### config.mk
export PLATFORM = sky130hd
export DESIGN_NAME = maxpool_2x2_stream
export DESIGN_NICKNAME = d
export VERILOG_FILES = /design/src/rtl/maxpool_2x2_stream.sv
export SDC_FILE = /design/constraint.sdc
export NUM_CORES = 1
export LEC_CHECK = 0
export ABC_AREA = 1
export CAP_MARGIN = 20
export CELL_PAD_IN_SITES_DETAIL_PLACEMENT = 1
export CELL_PAD_IN_SITES_GLOBAL_PLACEMENT = 1
export CORE_ASPECT_RATIO = 1.1
export CORE_MARGIN = 4
export CORE_UTILIZATION = 39
export DETAILED_ROUTE_END_ITERATION = 16
export PLACE_DENSITY_LB_ADDON = 0.12
export SLEW_MARGIN = 20
export SYNTH_ARGS = -nofsm -noshare
export SYNTH_HDL_FRONTEND = slang
export SYNTH_SLANG_ARGS = --single-unit
export TNS_END_PERCENT = 30
### constraint.sdc
create_clock -name clk -period 11.9 [get_ports clk]
set_input_delay 2.38 -clock clk [delete_from_list [all_inputs] [get_ports clk]]
set_output_delay 2.38 -clock clk [all_outputs]
set_load 0.05 [all_outputs]
### src/rtl/maxpool_2x2_stream.sv
// maxpool_2x2_stream: non-overlapping 2x2 max pooling over a raster-ordered
// signed feature-map stream, using a half-row buffer of horizontal maxima.
// Optional build macro MAXPOOL_RELU_EN clamps negative inputs to zero before pooling.
module maxpool_2x2_stream #(
  parameter int unsigned double_word_length = 16,
  parameter int unsigned map_size           = 24,
  parameter int unsigned cnt_width          = 8
) (
  input  logic                                 clk,
  input  logic                                 rst,
  input  logic                                 in_valid,
  input  logic signed [double_word_length-1:0] data_in,
  output logic                                 out_valid,
  output logic signed [double_word_length-1:0] data_out,
  output logic                                 done
);

  localparam int unsigned HALF  = map_size / 2;
  localparam int unsigned IDX_W = (HALF > 1) ? $clog2(HALF) : 1;
  localparam logic [cnt_width-1:0] LAST = cnt_width'(map_size - 1);

  logic [cnt_width-1:0]                 col;
  logic [cnt_width-1:0]                 row;
  logic [IDX_W-1:0]                     idx;
  logic signed [double_word_length-1:0] pair;
  logic signed [double_word_length-1:0] sample;
  logic signed [double_word_length-1:0] h;
  logic signed [double_word_length-1:0] pooled;
  logic signed [double_word_length-1:0] half_buf [HALF];

  // Buffer slot is the horizontal pair index, i.e. col >> 1.
  assign idx = col[IDX_W:1];

  // Input conditioning and the two signed max comparators.
  always_comb begin
`ifdef MAXPOOL_RELU_EN
    sample = data_in[double_word_length-1] ? '0 : data_in;
`else
    sample = data_in;
`endif
    h      = (sample > pair) ? sample : pair;
    pooled = (half_buf[idx] > h) ? half_buf[idx] : h;
  end

  // Counters, pair register and registered pooled output.
  always_ff @(posedge clk) begin
    if (rst) begin
      col       <= '0;
      row       <= '0;
      pair      <= '0;
      out_valid <= 1'b0;
      data_out  <= '0;
      done      <= 1'b0;
    end else begin
      out_valid <= 1'b0;
      done      <= 1'b0;
      if (in_valid) begin
        if (!col[0]) begin
          pair <= sample;
        end else if (row[0]) begin
          out_valid <= 1'b1;
          data_out  <= pooled;
          done      <= (row == LAST) && (col == LAST);
        end
        if (col == LAST) begin
          col <= '0;
          row <= (row == LAST) ? '0 : row + 1'b1;
        end else begin
          col <= col + 1'b1;
        end
      end
    end
  end

  // Even rows store their horizontal maxima for the row below.
  always_ff @(posedge clk) begin
    if (!rst && in_valid && col[0] && !row[0]) begin
      half_buf[idx] <= h;
    end
  end

endmodule
== Word-level counts from Yosys, hierarchy flattened ==
Memory sizes are Yosys's and may differ from the RTL's. A register that Yosys moved wholly into a read port is not among the register bits.
Cells that the tools add are included.
Word-level totals
  memories: 1
  output and inout port bits: 18
  input port bits: 19
  flip-flop bits (word level): 50
  logic and storage cells: 36
  RAM bits: 192
Memory list
  half_buf: depth 12, bits a word 16, rd ports 1, clocked after memory_dff 1, write ports 1, RTL line 29  | logic signed [double_word_length-1:0] half_buf [HALF];
Operators by class
  bitwise logic cells: 3
  magnitude comparators: 2
  equality and inequality tests: 2
  add/sub/neg operators: 2
  mux-type cells: 9
  reduce and logical (&&, ||, !) cells: 11
Operators by type and width (number)
  greater-than comparator 16 bit: 2
  2-to-1 mux 16 bit: 2
  adder 8 x 1 -> 8 bit, second input constant: 2
  == test 8 x 5 -> 1 bit, second input constant: 2
  2-to-1 mux 8 bit: 2
  2-to-1 mux 4 bit: 2
  logical AND 1 bit: 4
  AND reduction 2 bit: 2
  OR reduction 4 bit: 1
  2-to-1 mux 1 bit: 3
  NOT 1 bit: 3
  AND reduction 3 bit: 1
  OR reduction 3 bit: 1
  zero test 1 bit: 2

== Longest topological paths before layout ==
  depth in word-level cells: 6
  gate-level depth with buffers: 32
  depth with buffers taken out: 31

== Worst setup path before layout ==
OpenSTA, ideal clock, no wires.
  path type: input port to flip-flop
  start: in data_in[15]
  end: reg data_out[11]
  setup time: 71 ps
  required time: 11829 ps
  buffers on the path: 2
  stages: 21
  arrival: 5327 ps
  slack: 6503 ps
  path through: ha_1 -> a21oi_1 -> o21ai_0 -> a21oi_1 -> nand2_1 -> nand2_4 -> clkbuf_4 -> nand4_1 -> nand2_1 -> inv_1 -> ha_1 -> a21oi_1 -> o21ai_0 -> a21oi_1 -> nand2_1 -> nand2_2 -> nand3_4 -> buf_4 -> nand3_1 -> nand2_1 -> a21oi_1
On the way
  longest elaborated chain between the ends: 4
RTL lines
  start: declaration: RTL line 12  | input logic signed [double_word_length-1:0] data_in,
  greater-than comparator 16 bit: RTL line 41  | h = (sample > pair) ? sample : pair;
  2-to-1 mux 16 bit *: RTL line 41
  net h[15]: RTL line 27  | logic signed [double_word_length-1:0] h;
  greater-than comparator 16 bit *: RTL line 42  | pooled = (half_buf[idx] > h) ? half_buf[idx] : h;
  2-to-1 mux 16 bit *: RTL line 42
  end signal: assignment: RTL line 62  | data_out <= pooled;
  end: declaration: RTL line 14  | output logic signed [double_word_length-1:0] data_out,
The timed path passes the listed nets; every way through them passes the cells marked *.
A chain may end at the register's enable or synchronous reset.

== Worst setup path after layout ==
  start: in data_in[11]
  end: reg data_out[5]
On the way
  longest elaborated chain between the ends: 4
RTL lines (RTL line)
  greater-than comparator 16 bit: 41
  2-to-1 mux 16 bit: 41
  net h[15]: 27
  greater-than comparator 16 bit: 42
  2-to-1 mux 16 bit: 42
The timed path passes the listed nets, and every way through them passes these cells.

==> impl_metrics.ini <==
[drt]
met3_length_um = 1060
wl_per_cell_um = 18.8
drt-initial-drc-count = 452
num_vias = 8071
drtPass1Iterations = 7
remaining_drc_errors = 0
ant_nets = 0
via_per_inst = 5.21
wl_um = 29100
highest_layer = met4
wl_met1_um = 13500
wl_met2_um = 14200

[layout]
layout.cells.non_filler = 1550
syn_to_final_growth_pct = 14.1
seqCellArea_sq_um = 6850
final_nets = 1220
design_area_sq_um = 12800
num-fill-cells = 3121
antenna_cells = 0
drive_gt1_frac = 0.0699
multi_input_area_sq_um = 3670

[clock_tree]
cts-root-buf = clkbuf_16
ctsResizeCount = 0
clock_latency_ns = 0.52
numCtsBuffers = 27
holdBufCountCts = 0
clock-sinks = 246
clockBufferDepth = 3
post-cts-setup-buffer-count = 0
cts_max_level = 1
clk_pin_slew_ns = 0.06
cts_tree = yes

[logic_synthesis]
syn_inst = 1139
synth_common_cells = nand2_1, edfxtp_1, inv_1
yosys.area_share.simple = 0.194
synth_edf_count = 192
netlist_area_sq_um = 11200
avgSynthCellArea_sq_um = 9.86
synth_top_family_by_area = simple AND/OR/NAND/NOR gates
synth-xor-area-share = 0.00234
yosysSeqAreaShare = 0.609
synth_area_leader_cell = edfxtp_1
synth_nets = 1192
yosysMostFrequentCell = nand2_1
synth.distinct_cells = 40
synthTopCellsByArea = edfxtp_1, dfxtp_1, nand2_1
ys.flop_type = edfxtp_1
synth_seq_cells = 246
synth-compound-area-share = 0.0913
muxShareOfSynthArea = 0
ys_async_sr_fraction = 0
synth_fa_ha_area_frac = 0.0379
synth_warnings = 0
post-synth-top-area-fraction = 0.513

[sta]
finalSetupTns_ns = 0
fmax_ghz = 0.154
tightest_slew_ns = 0.866
setup_violations = 0
slew_headroom = 0.422
setup_ws_ns = 5.43
finalHoldWorstSlack_ns = 0.475
rsz0062_at_grt = no
drv_slew = 0
hold_violations = 0
finalCritPeriodShare = 0.544
fin_skew_ns = 0.0193
post-route-min-period_ns = 6.47

[placed_design]
place_ws_ns = 4.94
dp.cells = 1501
routabilityCongestion = 0.779
placed_area_sq_um = 11900
hpwl_um = 18800
io_buffers = 36

[floorplan]
die-area_sq_um = 31600
rows = 64
core_area_sq_um = 28100
io_pins = 37
die_x_um = 170
die_h_um = 186
floorplan.initialDensity = 0.400

[grt]
grt_use_total = 0.188
grt_antenna_before_repair = 0
grt_pass1_wl_um = 46800
grt-ovfl-total = 0
grt_max_degree = 74
grt_pass1_vias = 8522

[pwr]
pwr_density_cell_nw_per_um2 = 159
vdd_drop_max_uv = 95.8
p_leak_nw = 4.98
p_seq_frac = 0.475
p_int_w = 0.00153
pwr-share-clk = 0.405
combinationalPowerShare = 0.120
switching_share = 0.251
power_switching_w = 0.000512

[worst_hold_path]
hp-class = reg2reg

[critical_path]
worstSetupPathType = in2reg
critPathMostFrequentCell = a21oi_1
crit_arrival_ns = 6.86
endpoint_kind = register
worst_path_dominant_cell_family = simple AND/OR/NAND/NOR gates
crit_path_max_fanout = 17
cp.required_ns = 12.29
cp_num_buf_inv = 2
crit_path_cell_trace = clkdlybuf4s50_1 > ha_1 > a21oi_1 > nand2_1 > a21oi_1 > nand3_2 > nand3_4 > nand2_1 > nand2_1 > inv_1 > ha_1 > a21oi_1 > o21ai_0 > a21oi_1 > nand3_2 > nand3_4 > nand3_1 > nand2_1 > a21oi_1
cp_slowest_cell = clkdlybuf4s50_1
slowest_delay_ns = 0.46
start_kind = primary input

[flow_run]
maxCapViolations = 0

[run_status]
status = completed
==> area by class of cell <==
class                      instances  share of cell area
clock inverter                    17              0.0139
inverter                         124              0.0364
timing repair buffer              54              0.0387
sequential                       246               0.535
clock buffer                      32              0.0542
multi-input combinational        714               0.287
tap                              363              0.0354
==> final timing paths <==
| kind | start | endpoint | slack [ns] | cells after the start |
|---|---|---|---|---|
| setup / recovery | data_in[11] | data_out[5] | 5.43 | 19 |
| hold / removal | data_out[11] | data_out[11] | 0.48 | 2 |
| setup reg to reg | pair[11] | data_out[5] | 7.39 | 19 |
| hold reg to reg | data_out[11] | data_out[11] | 0.48 | 2 |
==> cell families (layout without fill, tap and decap cells) <==
kind of cell               Yosys count  after routing
and+or+nand+nor                    501            501
buffers and inverters              179            227
AOI/OAI and AO/OA                  176            176
DFF                                246            246
xor gates and xnor gates             3              3
adders and majority gates           34             34
==> power groups by stage <==
stage / clock network [W] / registers (W) / logic (W)
5_1_grt: 0.000887 / 0.000971 / 0.000280
3_3_place_gp: 0 / 0.000989 / 0.000239
4_1_cts: 0.000847 / 0.000970 / 0.000248
3_5_place_dp: 0 / 0.000989 / 0.000247
6_report: 0.000828 / 0.000970 / 0.000244
2_1_floorplan: 0 / 0.000982 / 0.000181
==> routing by layer <==
metal,vias up,global-route usage
li1,3937,-
met1,3983,0.250
met2,122,0.335
met3,29,0.0225
met4,0,0.0316
met5,-,0
==> worst min-delay path, stage by stage (launching register included) <==
cell	delay [ns]
dfxtp_1	0.31
nand2_1	0.06
a21oi_1	0.06
==> cell usage in the layout (no fill, tap or decap), types with 4 or more instances in the layout <==
master           netlist  routed
buf_4                  4      18
nand3_2                4       4
nand2_1              274     274
nor2_2                 1       6
o221ai_1              16      16
clkbuf_16              0      27
clkdlybuf4s50_1        0      36
ha_1                  34      34
edfxtp_1             192     192
nor3_1                 4       4
nor2_1               112     106
nand3_1               57      57
clkbuf_1              26       5
dfxtp_1               54      53
o211ai_1              26      26
inv_1                119     119
clkinv_1               1       9
nand4_1               34      34
o21ai_1                4       4
o21ai_0               72      72
bufinv_16              0       4
clkinv_2               1       5
a21oi_1               52      52
==> state kept, by name, indices dropped and copies added (netlist names), named ones only <==
| register | count |
|---|---|
| col | 8 |
| done | 1 |
| row | 8 |
| data_out | 16 |
| half_buf | 192 |
| pair | 16 |
| out_valid | 1 |
==> stage by stage <==
step           total power, W   util
6_report              0.00204  0.456
4_1_cts               0.00207  0.456
3_3_place_gp          0.00123  0.425
2_1_floorplan         0.00116      -
3_5_place_dp          0.00124  0.425
5_1_grt               0.00214  0.456
(Power assumes the default switching activity.)
